==> config.mk <==
export PLATFORM = sky130hd
export DESIGN_NAME = fetch_line_buffer_flat
export DESIGN_NICKNAME = d
export VERILOG_FILES = /design/src/rtl/fetch_line_buffer_if.sv /design/src/rtl/fetch_line_buffer.sv /design/src/flat_wrapper.sv
export SDC_FILE = /design/constraint.sdc
export NUM_CORES = 2
export LEC_CHECK = 0
export CAP_MARGIN = 0
export CORE_AREA = 2 2 508 510
export CTS_BUF_LIST = sky130_fd_sc_hd__clkbuf_8
export DETAILED_ROUTE_END_ITERATION = 8
export DIE_AREA = 0 0 510 512
export GPL_ROUTABILITY_DRIVEN = 0
export GPL_TIMING_DRIVEN = 0
export SLEW_MARGIN = 10
export SYNTH_ARGS = -nofsm -noshare
export SYNTH_HDL_FRONTEND = slang
export SYNTH_SLANG_ARGS = --single-unit
==> constraint.sdc <==
create_clock -name clk_i -period 3.5 [get_ports clk_i]
set_clock_uncertainty 0.15 [all_clocks]
set_input_delay 0.7 -clock clk_i [delete_from_list [all_inputs] [get_ports clk_i]]
set_output_delay 0.7 -clock clk_i [all_outputs]
set_load 0.01 [all_outputs]
==> src/rtl/fetch_line_buffer_if.sv <==
// Fetch line buffer bus: I-cache request/response, redirect and decode handshake.
// master = the line buffer, slave = the surrounding frontend / testbench.
interface fetch_line_buffer_if #(
    parameter int XLEN       = 64,
    parameter int ILEN       = 32,
    parameter int LINE_INSTR = 32
);
    logic                       flush_i;
    logic [XLEN-1:0]            redirect_pc_i;

    logic                       ic_req_valid_o;
    logic                       ic_req_ready_i;
    logic [XLEN-1:0]            ic_req_addr_o;

    logic                       ic_rsp_valid_i;
    logic [XLEN-1:0]            ic_rsp_pc_i;
    logic [LINE_INSTR*ILEN-1:0] ic_rsp_line_i;

    logic                       instr_valid_o;
    logic                       instr_ready_i;
    logic [ILEN-1:0]            instr_o;
    logic [XLEN-1:0]            instr_pc_o;

    modport master (
        input  flush_i,
        input  redirect_pc_i,
        output ic_req_valid_o,
        input  ic_req_ready_i,
        output ic_req_addr_o,
        input  ic_rsp_valid_i,
        input  ic_rsp_pc_i,
        input  ic_rsp_line_i,
        output instr_valid_o,
        input  instr_ready_i,
        output instr_o,
        output instr_pc_o
    );

    modport slave (
        output flush_i,
        output redirect_pc_i,
        input  ic_req_valid_o,
        output ic_req_ready_i,
        input  ic_req_addr_o,
        output ic_rsp_valid_i,
        output ic_rsp_pc_i,
        output ic_rsp_line_i,
        input  instr_valid_o,
        output instr_ready_i,
        input  instr_o,
        input  instr_pc_o
    );
endinterface

==> src/rtl/fetch_line_buffer.sv <==
// Frontend line buffer: fetches one I-cache line at a time and streams
// its instructions to decode; redirects flush it and restart fetch.
module fetch_line_buffer #(
    parameter int              XLEN       = 64,
    parameter int              ILEN       = 32,
    parameter int              LINE_INSTR = 32,
    parameter logic [XLEN-1:0] BOOT_PC    = '0
) (
    input  logic                   clk_i,
    input  logic                   rst_n_i,
    fetch_line_buffer_if.master    bus
);

    localparam int LINE_LEN = LINE_INSTR * ILEN;
    localparam int IDXW     = $clog2(LINE_INSTR);
    localparam int OFF      = IDXW + 2;

    typedef enum logic [1:0] {
        S_REQ   = 2'd0,
        S_WAIT  = 2'd1,
        S_SERVE = 2'd2
    } state_e;

    state_e              state_q, state_d;
    logic [XLEN-1:0]     pc_q, pc_d;
    logic                drop_q, drop_d;
    logic [LINE_LEN-1:0] line_q, line_d;

    logic [IDXW-1:0]     idx;
    logic [XLEN-1:0]     line_addr;
    logic [XLEN-1:0]     flush_pc;
    logic [ILEN-1:0]     cur_instr;
    logic                last;
    logic                req_valid;
    logic                req_fire;

    logic                req_valid_o;
    logic [XLEN-1:0]     req_addr_o;
    logic                instr_valid_o;
    logic [ILEN-1:0]     instr_o;
    logic [XLEN-1:0]     instr_pc_o;

    assign idx       = pc_q[OFF-1:2];
    assign line_addr = {pc_q[XLEN-1:OFF], {OFF{1'b0}}};
    assign flush_pc  = bus.redirect_pc_i & ~XLEN'(3);
    assign cur_instr = line_q[idx*ILEN +: ILEN];
    assign last      = &idx;

    // A discarded response is still owed while drop_q is set.
    assign req_valid = (state_q == S_REQ) && !drop_q;
    assign req_fire  = req_valid && bus.ic_req_ready_i;

    always_ff @(posedge clk_i or negedge rst_n_i) begin
        if (!rst_n_i) begin
            state_q <= S_REQ;
            pc_q    <= BOOT_PC;
            drop_q  <= 1'b0;
            line_q  <= '0;
        end else begin
            state_q <= state_d;
            pc_q    <= pc_d;
            drop_q  <= drop_d;
            line_q  <= line_d;
        end
    end

    always_comb begin
        state_d = state_q;
        pc_d    = pc_q;
        drop_d  = drop_q;
        line_d  = line_q;

        if (bus.ic_rsp_valid_i && drop_q) begin
            drop_d = 1'b0;
        end

        if (bus.flush_i) begin
            state_d = S_REQ;
            pc_d    = flush_pc;
            // A request already in flight must have its response swallowed.
            if ((state_q == S_WAIT && !bus.ic_rsp_valid_i) || req_fire) begin
                drop_d = 1'b1;
            end
        end else begin
            unique case (state_q)
                S_REQ: begin
                    if (req_fire) begin
                        state_d = S_WAIT;
                    end
                end
                S_WAIT: begin
                    if (bus.ic_rsp_valid_i) begin
                        line_d  = bus.ic_rsp_line_i;
                        state_d = S_SERVE;
                    end
                end
                S_SERVE: begin
                    if (bus.instr_ready_i) begin
                        pc_d = pc_q + XLEN'(4);
                        if (last) begin
                            state_d = S_REQ;
                        end
                    end
                end
                default: begin
                    state_d = S_REQ;
                end
            endcase
        end
    end

    always_comb begin
        req_valid_o   = 1'b0;
        req_addr_o    = '0;
        instr_valid_o = 1'b0;
        instr_o       = '0;
        instr_pc_o    = '0;
        if (rst_n_i) begin
            unique case (state_q)
                S_REQ: begin
                    req_valid_o = req_valid;
                    req_addr_o  = line_addr;
                end
                S_SERVE: begin
                    instr_valid_o = 1'b1;
                    instr_o       = cur_instr;
                    instr_pc_o    = pc_q;
                end
                default: begin
                end
            endcase
        end
    end

    assign bus.ic_req_valid_o = req_valid_o;
    assign bus.ic_req_addr_o  = req_addr_o;
    assign bus.instr_valid_o  = instr_valid_o;
    assign bus.instr_o        = instr_o;
    assign bus.instr_pc_o     = instr_pc_o;

    a_rsp_addr: assert property (
        @(posedge clk_i) disable iff (!rst_n_i)
        (state_q == S_WAIT && bus.ic_rsp_valid_i)
            |-> (bus.ic_rsp_pc_i == line_addr)
    ) else $error("response line address differs from request");

    a_rsp_stray: assert property (
        @(posedge clk_i) disable iff (!rst_n_i)
        (bus.ic_rsp_valid_i && state_q != S_WAIT) |-> drop_q
    ) else $error("unexpected I-cache response");

    a_one_outstanding: assert property (
        @(posedge clk_i) disable iff (!rst_n_i)
        (state_q == S_WAIT) |-> !req_valid
    ) else $error("second request while one is outstanding");

    a_hold: assert property (
        @(posedge clk_i) disable iff (!rst_n_i)
        (instr_valid_o && !bus.instr_ready_i && !bus.flush_i)
            |=> ($stable(instr_o) && $stable(instr_pc_o))
    ) else $error("instruction changed under backpressure");

endmodule

==> src/flat_wrapper.sv <==
// flat-port wrapper written by rule: the top's interface ports become plain ports
module fetch_line_buffer_flat 
#(
    parameter int              XLEN       = 64,
    parameter int              ILEN       = 32,
    parameter int              LINE_INSTR = 32,
    parameter logic [XLEN-1:0] BOOT_PC    = '0
)
  (clk_i, rst_n_i, bus_flush_i, bus_redirect_pc_i, bus_ic_req_valid_o, bus_ic_req_ready_i, bus_ic_req_addr_o, bus_ic_rsp_valid_i, bus_ic_rsp_pc_i, bus_ic_rsp_line_i, bus_instr_valid_o, bus_instr_ready_i, bus_instr_o, bus_instr_pc_o);
  fetch_line_buffer_if #(.XLEN(XLEN), .ILEN(ILEN), .LINE_INSTR(LINE_INSTR)) bus_i ();
  input  logic clk_i;
  input  logic rst_n_i;
  input wire logic [$bits(bus_i.flush_i)-1:0] bus_flush_i;
  input wire logic [$bits(bus_i.redirect_pc_i)-1:0] bus_redirect_pc_i;
  output wire logic [$bits(bus_i.ic_req_valid_o)-1:0] bus_ic_req_valid_o;
  input wire logic [$bits(bus_i.ic_req_ready_i)-1:0] bus_ic_req_ready_i;
  output wire logic [$bits(bus_i.ic_req_addr_o)-1:0] bus_ic_req_addr_o;
  input wire logic [$bits(bus_i.ic_rsp_valid_i)-1:0] bus_ic_rsp_valid_i;
  input wire logic [$bits(bus_i.ic_rsp_pc_i)-1:0] bus_ic_rsp_pc_i;
  input wire logic [$bits(bus_i.ic_rsp_line_i)-1:0] bus_ic_rsp_line_i;
  output wire logic [$bits(bus_i.instr_valid_o)-1:0] bus_instr_valid_o;
  input wire logic [$bits(bus_i.instr_ready_i)-1:0] bus_instr_ready_i;
  output wire logic [$bits(bus_i.instr_o)-1:0] bus_instr_o;
  output wire logic [$bits(bus_i.instr_pc_o)-1:0] bus_instr_pc_o;
  assign bus_i.flush_i = bus_flush_i;
  assign bus_i.redirect_pc_i = bus_redirect_pc_i;
  assign bus_ic_req_valid_o = bus_i.ic_req_valid_o;
  assign bus_i.ic_req_ready_i = bus_ic_req_ready_i;
  assign bus_ic_req_addr_o = bus_i.ic_req_addr_o;
  assign bus_i.ic_rsp_valid_i = bus_ic_rsp_valid_i;
  assign bus_i.ic_rsp_pc_i = bus_ic_rsp_pc_i;
  assign bus_i.ic_rsp_line_i = bus_ic_rsp_line_i;
  assign bus_instr_valid_o = bus_i.instr_valid_o;
  assign bus_i.instr_ready_i = bus_instr_ready_i;
  assign bus_instr_o = bus_i.instr_o;
  assign bus_instr_pc_o = bus_i.instr_pc_o;
  fetch_line_buffer #(.XLEN(XLEN), .ILEN(ILEN), .LINE_INSTR(LINE_INSTR), .BOOT_PC(BOOT_PC)) u_core (.clk_i(clk_i), .rst_n_i(rst_n_i), .bus(bus_i));
endmodule
Yosys cells after proc, flatten, opt, wreduce, memory -nomap -nowiden
Cells that the tools add are included.
- register bits after elaboration: 1091
- input bits: 1158
- output and inout bits: 162
- logic and storage cells: 49
- add/subtract/negate cells: 1
- eq/ne operators: 6
- shift-type cells: 1
- mux-type cells: 22
- bitwise operators: 1
- reductions and logical operators: 14
- operator list (operator ; number):
    1024-bit by 11-bit variable part select with 32-bit output ; 1
    64-bit 2-to-1 mux ; 7
    64-bit by 3-bit adder with 64-bit output, second input constant ; 1
    32-bit 2-to-1 mux ; 2
    2-bit 2-to-1 mux ; 5
    1-bit 2-to-1 mux ; 7
    3-bit by 2-bit != test with 1-bit output, second input constant ; 2
    3-bit != test, second input constant ; 2
    2-bit case mux with 3 select lines ; 1
    5-bit AND reduction ; 1
    1-bit logical AND ; 4
    4-bit AND reduction ; 1
    2-bit nonzero test ; 2
    3-bit AND reduction ; 1
    2-bit by 1-bit equality test with 1-bit output, second input constant ; 1
    2-bit equality test, second input constant ; 1
    1-bit zero test ; 2
    2-bit zero test ; 1
    2-bit AND reduction ; 1
    1-bit logical OR ; 1
    1-bit inverter ; 1

Longest topological paths before layout
- depth after elaboration: 6
- mapped depth: 9
- gate-level depth less buffers: 7

Worst setup path before layout
Ideal clock, no wire load.
- path type: register to output
- start point: register u_core.pc_q[2]
- end point: output port bus_instr_o[11]
- arrival: 2.468 ns
- data required time: 2.650 ns
- path slack: 0.182 ns
- cell stages (with the launch flop): 7
- path buffers: 3
- cells stage by stage: dfrtp_1 buf_2 buf_1 buf_2 mux4_2 a2111oi_0 nor3_1
- word-level cells in the longest chain between the ends: 3
- RTL lines (what ; RTL line ; RTL):
    start: declaration ; fetch_line_buffer.sv:25 ; logic [XLEN-1:0] pc_q, pc_d;
    start signal: assignment ; fetch_line_buffer.sv:61 ; pc_q <= pc_d;
    1024-bit by 11-bit variable part select with 32-bit output ; fetch_line_buffer.sv:46 ; assign cur_instr = line_q[idx*ILEN +: ILEN];
    32-bit 2-to-1 mux ; fetch_line_buffer.sv:119 ; unique case (state_q)
    32-bit 2-to-1 mux ; fetch_line_buffer.sv:118 ; if (rst_n_i) begin
    end: declaration ; flat_wrapper.sv:23 ; output wire logic [$bits(bus_i.instr_o)-1:0] bus_instr_o;
No other way between the ends.

Final worst setup path
- start point: register u_core.pc_q[2]
- end point: output port bus_instr_o[24]
Same word-level chain as after synthesis.

==> flow_summary_export.csv <==
group,metric,value,unit
synthesis,synth_top_area_frac,0.541,
power_and_ir_drop,swShare,0.341,
cts,cts_root_buffer,"clkbuf_8",
timing,drv_slew,0,
critical_path,crit_path_cell_trace,"buf_12, buf_16, buf_16, buf_12, mux4_2, mux4_2, inv_2, a21oi_2, buf_6",
placed_design,portBuffers,1244,
detailed_routing,dr.pass1.iters,6,
synthesis,ys.flop_type,"dfrtp_1",
synthesis,synth.most_common_cell,"dfrtp_1",
cts,clock_latency,0.93,ns
critical_path,critPathArrivalTime,3.75,ns
synthesis,synth_seq_cells,1089,
timing,final.setup.worst_slack,-1.10,ns
die,pin_count,1320,
synthesis,yosysTopAreaCell,"dfrtp_1",
synthesis,synthDistinctLibCells,51,
power_and_ir_drop,p_leak,0.0311,µW
detailed_routing,drt_iter0_markers,2845,
critical_path,cpPeakStageDelay,0.74,ns
critical_path,crit_path_max_fanout,6,
cts,htreeDepth,4,
timing,setup_violations,90,
timing,hold_viol_final,0,
timing,grt_setup_unrepaired,"true",
min_path,min_path_type,"input pin to flip-flop",
detailed_routing,post_drt_wl_per_cell,37.0,µm
timing,layout_min_cycle_time,4.60,ns
detailed_routing,ant_nets,0,
critical_path,required,2.65,ns
timing,slew_headroom,0.147,
die,die_h,512,µm
die,core,256000,µm²
critical_path,path_class,"flip-flop to output pin",
synthesis,syn_inst,3367,
detailed_routing,vias,39100,
cts,cts.path.max_buffers,3,
layout,syn_to_final_growth,51.9,%
die,start_util,0.197,
layout,finalNonFillerCells,8602,
power_and_ir_drop,p_per_area,670,nW/µm²
critical_path,r2r_setup_slack,0.12,ns
placed_design,dp_cells,8035,
layout,post-route-util,0.299,
global_route,overflow,0,
power_and_ir_drop,seq_power_share,0.415,
die,rows,186,
global_route,grt_pass1_vias,41200,
layout,drive_above_1_share,0.441,
power_and_ir_drop,pwr-share-comb,0.319,
synthesis,async_flop_share,1.00,
global_route,antenna_found_initial,157,
flow_run,max-cap-violations,0,
detailed_routing,route.detailed.drc,0,
cts,cts.sinks,1089,
synthesis,synth_common_cells,"dfrtp_1 (1,089), mux2_2 (1,049), mux4_2 (258)",
critical_path,worstSetupStartpointType,"flip-flop",
synthesis,seq_area_frac_synth,0.541,
placed_design,pre_cts_slack,-3.58,ns
power_and_ir_drop,peakVddDrop,0.000364,V
global_route,grt_start_max_net_pins,160,
outcome,status,"complete, but fails checks",
synthesis,avgSynthCellArea,14.9,µm²
cts,clk_pin_slew,0.06,ns
global_route,grt_pass1_wl,403000,µm
cts,cts_tree,"yes",
timing,worst_pin_slew,1.28,ns
synthesis,syn_area,50300,µm²
outcome,violations,"setup timing",
power_and_ir_drop,pwr-share-clk,0.266,
power_and_ir_drop,switchingPower,17500,µW
critical_path,slowest_stage,"mux4_2",
die,die_w,510,µm
detailed_routing,routed_wl,319000,µm
timing,max_freq,217,MHz
cts,numCtsBuffers,203,
timing,period_share,1.31,
placed_design,hpwl,258000,µm
synthesis,synth_area_leaders,"dfrtp_1 (54%), mux2_2 (23%), mux4_2 (12%), and2_1 (1.5%), clkbuf_1 (1.4%)",
global_route,grtUsageTotal,0.237,
synthesis,synth-edff-count,0,
power_and_ir_drop,finalPower,51200,µW
layout,final_nets,6156,
detailed_routing,viasPerCell,4.55,
synthesis,yosysWarnings,0,
layout,fillers,25700,
critical_path,endpoint_kind,"output pin",
die,dieArea,261000,µm²
power_and_ir_drop,internal-power,33700,µW
[power by group through the flow]
stage | Clock [µW] | Combinational (µW) | Sequential [µW]
5_1_grt | 14500 | 17100 | 21700
3_3_place_gp | 0 | 14700 | 21300
6_report | 13600 | 16300 | 21200
4_1_cts | 14000 | 16400 | 21200
3_5_place_dp | 0 | 15100 | 21300
2_1_floorplan | 0 | 8180 | 19400
[critical path, delay by kind of cell, from the launching register on]
kind,cells,cell delay (ns)
multiplexers,2,1.30
flip-flops,1,0.37
buffers and inverters,6,0.97
AO/OA/AOI/OAI,1,0.07
[registers in the layout, indices dropped and copies added (netlist names)]
register and count:
u_core.drop_q 1, u_core.line_q 1024, u_core.pc_q 62, u_core.state_q 2
[final cells by class]
| type | instances | area (µm²) | area share |
|---|---|---|---|
| clock buffer | 259 | 3560 | 0.0466 |
| timing repair buffer | 1422 | 14900 | 0.195 |
| multi-input combinational | 2013 | 23300 | 0.305 |
| clock inverter | 101 | 863 | 0.0113 |
| buffer | 239 | 2050 | 0.0268 |
| inverter | 28 | 111 | 0.00146 |
| tap | 3384 | 4230 | 0.0554 |
| antenna | 67 | 168 | 0.00219 |
| sequential | 1089 | 27300 | 0.356 |
[logic make-up after synthesis]
family	count (synthesis)	share of synthesized area
compound gates	180	0.0229
other cells	1	0.0000745
buf+inv	273	0.0215
xor+xnor	38	0.00661
simple gates	408	0.0431
flops	1089	0.541
fa+ha+maj	2	0.000497
mux	1376	0.364
[worst paths after layout]
kind	startpoint	to	depth (start not counted)
max	u_core.pc_q[2]	bus_instr_o[24]	9
min	bus_redirect_pc_i[51]	u_core.pc_q[51]	3
max reg2reg	u_core.state_q[0]	u_core.line_q[635]	7
min reg2reg	u_core.line_q[720]	u_core.line_q[720]	1
max in group asynchronous	rst_n_i	u_core.line_q[287]	6
min in group asynchronous	rst_n_i	u_core.line_q[977]	3
[routing by layer]
metal,up-vias,part of all wire,global-route usage
li1,15900,-,-
met4,68,0.057,0.116
met2,2088,0.50,0.414
met3,625,0.081,0.0696
met1,20400,0.36,0.260
met5,-,0.0014,0
[per-stage QoR]
| stage | TNS (ns) | area [µm²] | hold WS [ns] |
|---|---|---|---|
| after detailed placement | -1126.85 | 67900 | 0.340 |
| after global routing | -55.30 | 76400 | 0.0595 |
| final | -36.23 | 76500 | 0.176 |
| after global placement | - | 67000 | 0.333 |
| after floorplan | 0 | 50400 | 0.254 |
| after CTS | -329.64 | 75100 | 0.0231 |
[cells in the final DEF (no fill, tap or decap), types with 13 or more instances in the layout]
master	count
a211oi_2	15
a21oi_2	13
a31oi_1	21
and2_1	73
and2_4	45
and3_1	13
buf_12	43
buf_16	38
buf_2	24
buf_4	88
buf_6	101
buf_8	23
clkbuf_1	71
clkbuf_16	15
clkbuf_2	101
clkbuf_4	14
clkbuf_8	267
clkdlybuf4s50_1	1090
clkinv_2	17
dfrtp_1	1086
diode_2	67
dlymetal6s2s_1	26
inv_1	65
inv_2	18
mux2_2	1040
mux2i_1	31
mux2i_4	34
mux4_2	258
nand2_1	74
nand3_1	25
nand4_1	25
nor2_1	55
nor2_2	14
o21ai_0	53
or3_1	17
xnor2_1	16
xor2_1	22
[repair_timing]
| action | CTS | global route |
|---|---|---|
| endpoints found under the hold margin | 455 | 0 |
| cloned | 7 | 8 |
| setup endpoints to repair | 583 | 730 |
| gates resized for setup | 692 | 647 |
| buffers inserted | 58 | 63 |
| hold buffers | 11 | 0 |
| pin swaps | 23 | 37 |
Note: power is estimated with default switching activity, not from simulation.
